<file path="src/rtl/fhe_acc_pkg.sv">
// Shared types for the FHE accelerator output path: writer FSM states and line geometry.
// Default geometry is used when a block is instantiated without overrides.
package fhe_acc_pkg;

  localparam int DEF_BIT_WIDTH = 16;
  localparam int DEF_LINE_SIZE = 4;
  localparam int LINE_W        = DEF_BIT_WIDTH * DEF_LINE_SIZE;

  typedef enum logic [2:0] {
    ST_IDLE,
    ST_WAIT_SLOT,
    ST_STREAM,
    ST_FLUSH,
    ST_COMMIT
  } wr_state_e;

endpackage

</file>
<file path="src/rtl/rlwe_line_reg.sv">
// Registered write stage: one cycle from an accepted line to the FIFO write strobe/addr/data.
// No backpressure of its own; it follows the handshake it is given.
module rlwe_line_reg
  import fhe_acc_pkg::*;
#(
  parameter int LW = LINE_W,
  parameter int AW = 8
) (
  input  logic                 clk,
  input  logic                 rst,
  input  logic                 wr_i,
  input  logic [AW-1:0]        addr_i,
  input  logic [1:0][LW-1:0]   data_i,
  output logic [1:0]           en_o,
  output logic [AW-1:0]        addr_o,
  output logic [1:0][LW-1:0]   data_o
);

  logic               en_q;
  logic [AW-1:0]      addr_q;
  logic [1:0][LW-1:0] data_q;

  always_ff @(posedge clk or posedge rst) begin
    if (rst) begin
      en_q   <= 1'b0;
      addr_q <= '0;
      data_q <= '0;
    end else begin
      en_q <= wr_i;
      if (wr_i) begin
        addr_q <= addr_i;
        data_q <= data_i;
      end
    end
  end

  assign en_o   = {2{en_q}};
  assign addr_o = addr_q;
  assign data_o = data_q;

endmodule

</file>
<file path="src/rtl/rlwe_output_writer.sv">
// Streams A/B line pairs of each RLWE ciphertext into reserved FIFO slots, then commits the slot.
// Writes land one cycle after the handshake; in_ready drops while waiting for a free slot.
module rlwe_output_writer
  import fhe_acc_pkg::*;
#(
  parameter int BIT_WIDTH   = DEF_BIT_WIDTH,
  parameter int LINE_SIZE   = DEF_LINE_SIZE,
  parameter int LINE_ADDR_W = 8,
  parameter int CNT_W       = 16
) (
  input  logic                                 clk,
  input  logic                                 rst,
  input  logic                                 start,
  input  logic [CNT_W-1:0]                     num_rlwe,
  input  logic                                 in_valid,
  output logic                                 in_ready,
  input  logic [1:0][BIT_WIDTH*LINE_SIZE-1:0]  in_data,
  input  logic [1:0]                           fifo_full,
  output logic [1:0]                           wr_enable,
  output logic [LINE_ADDR_W-1:0]               wr_addr,
  output logic [1:0][BIT_WIDTH*LINE_SIZE-1:0]  wr_data,
  output logic [1:0]                           wr_commit,
  output logic                                 busy,
  output logic                                 done
);

  wr_state_e              state_q, state_d;
  logic [LINE_ADDR_W-1:0] line_cnt_q, line_cnt_d;
  logic [CNT_W-1:0]       remaining_q, remaining_d;
  logic                   zero_done_q, zero_done_d;
  logic                   hs;

  always_ff @(posedge clk or posedge rst) begin
    if (rst) begin
      state_q     <= ST_IDLE;
      line_cnt_q  <= '0;
      remaining_q <= '0;
      zero_done_q <= 1'b0;
    end else begin
      state_q     <= state_d;
      line_cnt_q  <= line_cnt_d;
      remaining_q <= remaining_d;
      zero_done_q <= zero_done_d;
    end
  end

  always_comb begin
    state_d     = state_q;
    line_cnt_d  = line_cnt_q;
    remaining_d = remaining_q;
    zero_done_d = 1'b0;
    in_ready    = 1'b0;
    busy        = 1'b1;
    wr_commit   = 2'b00;
    done        = zero_done_q;
    hs          = 1'b0;
    case (state_q)
      ST_IDLE: begin
        busy = 1'b0;
        if (start) begin
          if (num_rlwe != '0) begin
            state_d     = ST_WAIT_SLOT;
            remaining_d = num_rlwe;
            line_cnt_d  = '0;
          end else begin
            zero_done_d = 1'b1;
          end
        end
      end
      ST_WAIT_SLOT: begin
        if (fifo_full == 2'b00) state_d = ST_STREAM;
      end
      ST_STREAM: begin
        in_ready = 1'b1;
        hs       = in_valid;
        if (in_valid) begin
          line_cnt_d = line_cnt_q + 1'b1;
          if (line_cnt_q == '1) state_d = ST_FLUSH;
        end
      end
      ST_FLUSH: begin
        state_d = ST_COMMIT;
      end
      ST_COMMIT: begin
        wr_commit   = 2'b11;
        remaining_d = remaining_q - CNT_W'(1);
        // Last ciphertext: done rides on the same cycle as the commit pulse.
        if (remaining_q == CNT_W'(1)) begin
          done    = 1'b1;
          state_d = ST_IDLE;
        end else begin
          state_d = ST_WAIT_SLOT;
        end
      end
      default: begin
        state_d = ST_IDLE;
      end
    endcase
  end

  rlwe_line_reg #(
    .LW(BIT_WIDTH * LINE_SIZE),
    .AW(LINE_ADDR_W)
  ) u_line_reg (
    .clk   (clk),
    .rst   (rst),
    .wr_i  (hs),
    .addr_i(line_cnt_q),
    .data_i(in_data),
    .en_o  (wr_enable),
    .addr_o(wr_addr),
    .data_o(wr_data)
  );

endmodule

</file>
<file path="config.mk">
export PLATFORM = sky130hd
export DESIGN_NAME = rlwe_output_writer
export DESIGN_NICKNAME = d
export VERILOG_FILES = /design/src/rtl/fhe_acc_pkg.sv /design/src/rtl/rlwe_line_reg.sv /design/src/rtl/rlwe_output_writer.sv
export SDC_FILE = /design/constraint.sdc
export NUM_CORES = 1
export LEC_CHECK = 0
export CORE_MARGIN = 2
export CORE_UTILIZATION = 42
export DETAILED_ROUTE_END_ITERATION = 12
export GPL_TIMING_DRIVEN = 0
export HOLD_SLACK_MARGIN = 0.05
export PLACE_DENSITY = 0.86
export SYNTH_ARGS = -nofsm -noshare
export SYNTH_HDL_FRONTEND = slang
export SYNTH_SLANG_ARGS = --single-unit
</file>
<file path="constraint.sdc">
create_clock -name clk -period 6.88 [get_ports clk]
set_input_delay 1.72 -clock clk [delete_from_list [all_inputs] [get_ports clk]]
set_output_delay 1.72 -clock clk [all_outputs]
set_load 0.005 [all_outputs]
</file>
* Yosys cells after proc, flatten, opt, wreduce, memory -nomap -nowiden
Cells that the tools add are included.
Cells by class: add/subtract/negate cells 2, muxes and demuxes 23, eq/ne operators 11, reductions and logical operators 8
Operators by type and width (number):
- 2-to-1 mux 16 bit | 2
- one-hot mux 16 bit (2 select lines) | 1
- 2-to-1 mux 8 bit | 3
- equality test 16 x 1 -> 1 bit, second input constant | 1
- one-hot mux 8 bit (2 select lines) | 1
- nonzero test 16 bit | 1
- subtractor 16 x 1 -> 16 bit, second input constant | 1
- 2-to-1 mux 3 bit | 5
- one-hot mux 3 bit (5 select lines) | 1
- inequality test 2 bit, second input constant | 5
- 2-to-1 mux 1 bit | 9
- adder 8 x 1 -> 8 bit, second input constant | 1
- equality test 8 bit, second input constant | 1
- equality test 3 x 2 -> 1 bit, second input constant | 2
- AND reduction 5 bit | 1
- AND reduction 4 bit | 1
- nonzero test 2 bit | 2
- equality test 3 x 1 -> 1 bit, second input constant | 1
- equality test 3 bit, second input constant | 1
- logical NOT 3 bit | 1
- AND reduction 3 bit | 1
- logical NOT 2 bit | 1
- 2-to-1 mux 2 bit | 1
Storage, ports and cells: register bits after elaboration 165, logic and storage cells 52, output and inout port bits 143

* Logic depth before layout (Yosys ltp)
Gate-level depths: netlist (run 1).
depth after elaboration 4, depth in mapped cells 7, depth with buffers taken out 6

* By module
From an unflattened synthesis (run 1), not the netlist that was laid out.
Second synthesis, totals: cells, all modules 481, area total of the unflattened synthesis 6972.9 um2
Modules (own cells, without submodules):
- rlwe_line_reg | area each 5241.3 um2, seq. area each 3428.3 um2, cells an instance 291, times used 1
- rlwe_output_writer | area each 1731.7 um2, seq. area each 700.7 um2, cells an instance 190, times used 1

* Least setup slack after synthesis (run 1)
No wires, ideal clock.
path type register -> output, start point register remaining_q[7], end point output done, required time 5.160 ns, cell stages (with the launch flop) 6, data arrival time 1.512 ns, path buffers 0, path slack 3.648 ns, path through dfrtp_1 -> or4_1 -> nor2_1 -> nand4_1 -> nor3b_1 -> a21o_1
On the way: cells in the longest elaborated chain, start to end 3
Ends and longest elaborated chain:
- start: declaration | RTL line rlwe_output_writer.sv:29 | logic [CNT_W-1:0] remaining_q, remaining_d;
- start signal: assignment | RTL line rlwe_output_writer.sv:42 | remaining_q <= remaining_d;
- equality test 16 x 1 -> 1 bit | RTL line rlwe_output_writer.sv:88 | if (remaining_q == CNT_W'(1)) begin
- 2-to-1 mux 1 bit | RTL line rlwe_output_writer.sv:88
- 2-to-1 mux 1 bit | RTL line rlwe_output_writer.sv:57 | case (state_q)
- end: declaration | RTL line rlwe_output_writer.sv:24 | output logic done
No other way between the ends.

* Worst setup path after layout (run 1)
Same ends and word-level chain as after synthesis.

==> results of run 1 <==
==> kinds of logic after synthesis <==
family	share of synthesized area (%)
mux	22.7
flops	60.9
compound gates	4.80
fa+ha+maj	0.554
simple gates	7.81
buf+inv	2.68
xor+xnor	0.517
==> final cells by class <==
cell class,instances,share of cell area [%]
plain buffers,24,1.51
clock buffers,20,4.20
clock inverters,12,1.65
inverters,5,0.271
multi-input cells,290,23.2
flip-flops and latches,165,38.8
well taps,216,2.54
repair buffers,293,27.8
==> power groups by stage <==
stage / clock [mW] / sequential, mW / combinational [mW]
detailed placement: 0 / 1.73 / 1.87
CTS: 1.02 / 1.72 / 1.89
global placement: 0 / 1.70 / 1.82
floorplan: 0 / 1.72 / 0.745
global route: 1.06 / 1.78 / 2.00
finish: 1.00 / 1.71 / 1.86
==> worst max-delay path by stage <==
stage                                  to  slack, ns
floorplan                   line_cnt_q[0]       0.70
global placement    u_line_reg.data_o[29]      -1.67
detailed placement                   done       2.93
CTS                                  done       2.44
global route                         done       2.31
finish                               done       2.46
==> layout by cell type (no fill, tap or decap), types with 3 or more instances in the layout <==
cell             synthesis  final
nor4_1                   5      5
nor3b_1                  3      3
o21ai_0                  8      8
a21oi_1                 13     13
nand4b_1                 4      4
nand3_1                  8      8
buf_4                   14     14
ha_1                     3      3
nand2_1                 21     21
clkbuf_16                0     17
xor2_1                   3      3
inv_1                    4      3
clkdlybuf4s50_1          0    292
clkinvlp_4               0      3
nor2_1                  26     26
buf_2                    8      8
mux2_2                 136    136
clkinv_2                 0      3
a211oi_1                 4      4
nor3_1                   8      8
dfrtp_1                165    165
nand4_1                  3      3
clkbuf_1                 1      3
bufinv_16                0      4
==> routing by layer <==
layer  GRT usage, %  vias up  share of wire (%)
li1               -     2372                  -
met3           9.36       19                 11
met1           24.5     2530                 38
met5              0        -                  0
met4           6.57        0                1.5
met2           35.2      211                 50
==> flip-flops by register name (all words and copies together) (netlist names) <==
name               flops
zero_done_q            1
state_q                3
u_line_reg.en_q        1
u_line_reg.data_o    128
u_line_reg.addr_o      8
remaining_q           16
line_cnt_q             8
==> through the flow <==
stage          instances  area, µm²
4_1_cts             1025      10600
2_1_floorplan        484       6780
5_1_grt             1025      10600
3_5_place_dp         993      10000
3_3_place_gp         992       9970
6_report            1025      10600
==> results.md, run 1 <==
- CP startpoint: remaining_q[7]
- Post-CTS Hold Buffers: 0
- Worst Hold Endpoint: u_line_reg.data_o[93]
- Ys async rst share: 100%
- Crit-path slowest cell: or4_1
- Max Cap Viol: 0
- CP max FO: 6
- Remaining global-route overflow: 0
- Share of layout cells above drive strength 1: between 20% and 30%
- Worst slew pin tran: roughly 0.64 ns
- Worst Path Buf+Inv: 1
- Clk_lat worst skew: around 0.42 ns
- Worst setup EP type: output port
- WHS Path Cells: 1
- Pwr Total: about 4.6 mW
- Worst r2r src: state_q[2]
- N_diodes: 0
- Gate power share: 40.7%
- H-tree Lvls: 4
- Fin nets: 949
- Lkg Pwr: around 4.4 nW
- CTS tree: built
- PnR worst setup slack: about 2.5 ns
- Die Width: approximately 130 µm
- Post-route clock period utilization: around 64%
- Synth warn: 0
- Worst path cell trace: or4_1, nor2_1, nand4_1, nor3b_1, a21o_1, clkdlybuf4s50_1
- Hold Path Class: flop to flop
- Synth Register Bits: between 150 and 200
- Largest net degree at the start of global routing: 119
- Overall routing resource usage: between 20% and 30%
- Outcome: finished, final reports clean
- Top Ports: 293
- CTS root buf: clkbuf_16
- CP peak stage delay: 0.57 ns
- Switch share: between 20% and 30%
- Vias in the first global route: 5282
- IO buf count: just under 300
- Rel. slew slack: between 50% and 60%
- Floorplan row count: 46
- Die Span Y: 131 µm
- Average wire per standard cell: roughly 18 µm
- Initial Util: 42.8%
- Most frequent cells after synthesis: dfrtp_1, mux2_2, nor2_1
- Initial drt markers: roughly 260
- Setup TNS: 0 ns
- Post-Synthesis Cells: a little under 500
- Fill cell count: roughly 1200
- Worst clock skew: roughly 0.012 ns
- Critical path's top delay family: simple AND/OR/NAND/NOR gates
- Critical path depth in cells: 6
- NetSw: 1.30 mW
- GP Congestion: roughly 0.84
- Setup CP Type: flop to output port
- Die Footprint: roughly 17000 µm²
- Min-delay src: u_line_reg.data_o[93]
- Post-CTS Setup Bufs: 0
- First-pass GRT wire length: roughly 28000 µm
- Int Pwr: between 3 and 4 mW
- DR pass1 iterations: 4
- FF-to-FF End: remaining_q[5]
- Routed WL: 18500 µm
- Post-layout min period: 4.42 ns
- Vias after detailed routing: 5132
- WHS: between 0.5 and 0.6 ns
- TritonCTS buffer count: 17
- Syn Area/Cell: 14.0 µm²
- Clk pwr share: between 20% and 30%
- Pre-CTS WS: 2.93 ns
- Clk pin slew, worst setup/hold paths: 0.06 ns
- CTS resizes: 0
- Power density cells: approximately 430 nW/µm²
- Post-DP HPWL: about 14000 µm
- Max Clock Freq: between 0.2 and 0.25 GHz
- Share of the core filled with cells: between 60% and 70%
- Top post-synthesis cells by area: dfrtp_1, mux2_2, buf_4, nor2_1, nand2_1
- Setup slack, reg-to-reg: 4.84 ns
- Mapped cell area: approximately 6800 µm²
- Most frequent cell after synthesis: dfrtp_1
- Area Overhead vs Synth: 56.8%
- Final setup fails: 0
- Ys flop type: dfrtp_1
- Synth cell types: 57
- Antenna violations before repair: 0
- Post-synth top area share: 60.9%
- Share of power burned in registers: approximately 37%
- Sequential Area: about 4100 µm²
- Worst setup SP type: flop
- Hold Vio Cnt, Final: 0
- CTS max path bufs: 2
- EDFF count, synth: 0
- CP arrival: between 2 and 3 ns
- Remaining DRCs: 0
- RSZ-0062 raised after global routing: no
- Max VDD drop: 0.284 mV
- # clock sinks: 165
- Post-route ant nets: 0
- Vias per cell: ~5.0
- Core Area: between 15000 and 20000 µm²
- Area occupied by multi-input gates: between 2000 and 2500 µm²
- Critical Path RT: around 5.2 ns
- Syn_nets: 637
- R2R depth: 6
- Sequential fraction of the synthesis area: around three fifths
- Synth area leader: dfrtp_1
- Max-slew violation count: 0
(Power assumes the default switching activity.)
==> run 2, diff against run 1 <==
CORE_UTILIZATION = 38   (was 42)
PLACE_DENSITY = 0.82   (was 0.86)
clock period = 3.6 ns   (was 6.88 ns; I/O delays follow)
==> run 2 against run 1 <==
Clock skew shrank 0.0073 ns. Critical path depth did not move. Wire length shrank 1.4%. Sequential power increased by 91%. Die area up 10%. Non-clock buffer count increased by 6. Via count rose by 0.68%. Worst setup slack worse by 2.2 ns. Clock-buffer cell count fell by 3. Global-route usage shrank 1.7 points. Utilization shrank 5.0 points. Critical endpoint is now wr_commit[1].
==> results.md, run 2 (synthesized netlist as in run 1, its figures left out) <==
- Post-route ant nets: 0 (unchanged)
- Lkg Pwr: 4.47 nW (was 4.39 nW)
- Int Pwr: 6.42 mW (was 3.28 mW)
- Sequential Area: 4130 µm² (about the same)
- GP Congestion: 0.881 (was 0.844)
- Gate power share: 40.1% (was 40.7%)
- Clk_lat worst skew: 0.42 ns (about the same)
- First-pass GRT wire length: 28000 µm (was 27800 µm)
- TritonCTS buffer count: 17 (unchanged)
- Largest net degree at the start of global routing: 40 (was 119)
- Worst Path Buf+Inv: 5 (was 1)
- Max Cap Viol: 0 (unchanged)
- Clk pwr share: 23.4% (was 21.9%)
- IO buf count: 292 (unchanged)
- Setup TNS: 0 ns (unchanged)
- CP peak stage delay: 0.48 ns (was 0.57 ns)
- Rel. slew slack: 61.8% (was 57.4%)
- Share of power burned in registers: 36.5% (was 37.4%)
- CTS root buf: clkbuf_16 (unchanged)
- Pre-CTS WS: 0.419 ns (was 2.93 ns)
- Hold Path Class: flop to flop (unchanged)
- Min-delay src: u_line_reg.data_o[78] (was u_line_reg.data_o[93])
- NetSw: 2.51 mW (was 1.30 mW)
- CP arrival: 2.39 ns (was 2.70 ns)
- Die Span Y: 138 µm (was 131 µm)
- Fin nets: 955 (was 949)
- Clk pin slew, worst setup/hold paths: 0.06 ns (about the same)
- Setup CP Type: flop to output port (unchanged)
- Post-DP HPWL: 13800 µm (was 13600 µm)
- Worst setup SP type: flop (unchanged)
- Floorplan row count: 48 (was 46)
- RSZ-0062 raised after global routing: no (unchanged)
- Fill cell count: 1363 (was 1173)
- CP max FO: 11 (was 6)
- Commonest non-fill, non-tap cell in the layout: clkdlybuf4s50_1 (unchanged)
- Critical path's top delay family: buffers and inverters (was simple AND/OR/NAND/NOR gates)
- Post-layout min period: 3.29 ns
- Post-route clock period utilization: ~91%
- CP startpoint: state_q[0] (was remaining_q[7])
- Most frequent cells in the layout: clkdlybuf4s50_1, dfrtp_1, mux2_2 (unchanged)
- Vias in the first global route: 5299 (was 5282)
- Worst r2r src: state_q[2] (unchanged)
- # clock sinks: 165 (unchanged)
- Overall routing resource usage: 19.4% (was 21.1%)
- Final setup fails: 0 (unchanged)
- Worst clock skew: 0.00462 ns (was 0.0119 ns)
- Pwr Total: 8.93 mW (was 4.58 mW)
- Die Width: 138 µm (was 131 µm)
- Max VDD drop: 0.441 mV (was 0.284 mV)
- Worst setup EP type: output port (unchanged)
- Worst path cell trace: or3b_1, buf_6, inv_4, buf_2, buf_4, clkdlybuf4s50_1 (was or4_1, nor2_1, nand4_1, nor3b_1, a21o_1, clkdlybuf4s50_1)
- Core Area: 17400 µm² (was 15800 µm²)
- Outcome: finished, final reports clean (unchanged)
- Share of the core filled with cells: 62.1% (was 67.2%)
- WHS Path Cells: 1 (unchanged)
- Max reg flops: 128 (unchanged)
- Die Footprint: 18900 µm² (was 17200 µm²)
- Share of layout cells above drive strength 1: 26.0% (was 24.7%)
- Routed WL: 18200 µm (was 18500 µm)
- Area occupied by multi-input gates: 2480 µm² (was 2470 µm²)
- CTS tree: built (unchanged)
- Max-slew violation count: 0 (unchanged)
- Switch share: 28.1% (was 28.4%)
- Initial Util: 39.1% (was 42.8%)
- R2R depth: 6 (unchanged)
- DR pass1 iterations: 4 (unchanged)
- Antenna violations before repair: 0 (unchanged)
- Worst slew pin tran: 0.569 ns (was 0.638 ns)
- Vias per cell: 4.97 (was 5.01)
- Critical Path RT: 2.70 ns (was 5.16 ns)
- Max Clock Freq: 0.304 GHz
- CTS max path bufs: 2 (unchanged)
- Remaining DRCs: 0 (unchanged)
- Crit-path slowest cell: clkdlybuf4s50_1 (was or4_1)
- Average wire per standard cell: 17.5 µm (was 18.0 µm)
- Top Ports: 293 (unchanged)
- Area Overhead vs Synth: 59.0% (was 56.8%)
- Remaining global-route overflow: 0 (unchanged)
- PnR worst setup slack: 0.306 ns (was 2.46 ns)
- Hold Vio Cnt, Final: 0 (unchanged)
- Power density cells: 828 nW/µm² (was 431 nW/µm²)
- Initial drt markers: 206 (was 255)
- Vias after detailed routing: 5167 (was 5132)
- Critical path depth in cells: 6 (unchanged)
- H-tree Lvls: 4 (unchanged)
- N_diodes: 0 (unchanged)
-- run 2: cell type report --
type	count	share of cell area, %
buffer	24	1.49
tap	225	2.61
clock buffer	17	3.95
sequential	165	38.3
clock inverter	15	2.32
inverter	5	0.232
multi-input combinational	290	23.0
timing repair buffer	299	28.1
-- run 2: layer usage --
metal	wire (µm)	track usage [%]	vias up
met3	1610	6.40	31
met4	410	7.45	0
met2	9190	32.4	228
met5	0	0	-
met1	7000	23.2	2519
li1	-	-	2389
-- run 2: stage by stage --
stage / hold WS [ns] / instances / cell area (µm²)
finish: 0.505 / 1040 / 10800
global route: 0.517 / 1040 / 10800
floorplan: 0.460 / 484 / 6780
CTS: 0.504 / 1037 / 10700
detailed placement: 0.490 / 1005 / 10100
global placement: 0.488 / 1001 / 9990
-- run 2: final timing paths --
path	to	slack, ns
min in group asynchronous	u_line_reg.data_o[35]	0.87
max in group asynchronous	u_line_reg.data_o[90]	1.62
hold / removal	u_line_reg.data_o[78]	0.50
setup reg to reg	u_line_reg.data_o[84]	1.55
hold reg to reg	u_line_reg.data_o[78]	0.50
setup / recovery	wr_commit[1]	0.31
-- run 2: power by group through the flow --
stage                     clock network, mW  registers, mW  logic (mW)
after global routing                   2.21           3.39        3.86
after global placement                    0           3.24        3.52
after floorplan                           0           3.29        1.43
after CTS                              2.14           3.27        3.61
after detailed placement                  0           3.29        3.59
final                                  2.09           3.26        3.58
-- run 2: timing repair --
action	in CTS	in global routing
pin swaps	0	2
hold buffers	0	0
setup buffers	0	3
setup endpoints to repair	1	1
resized for setup	1	4
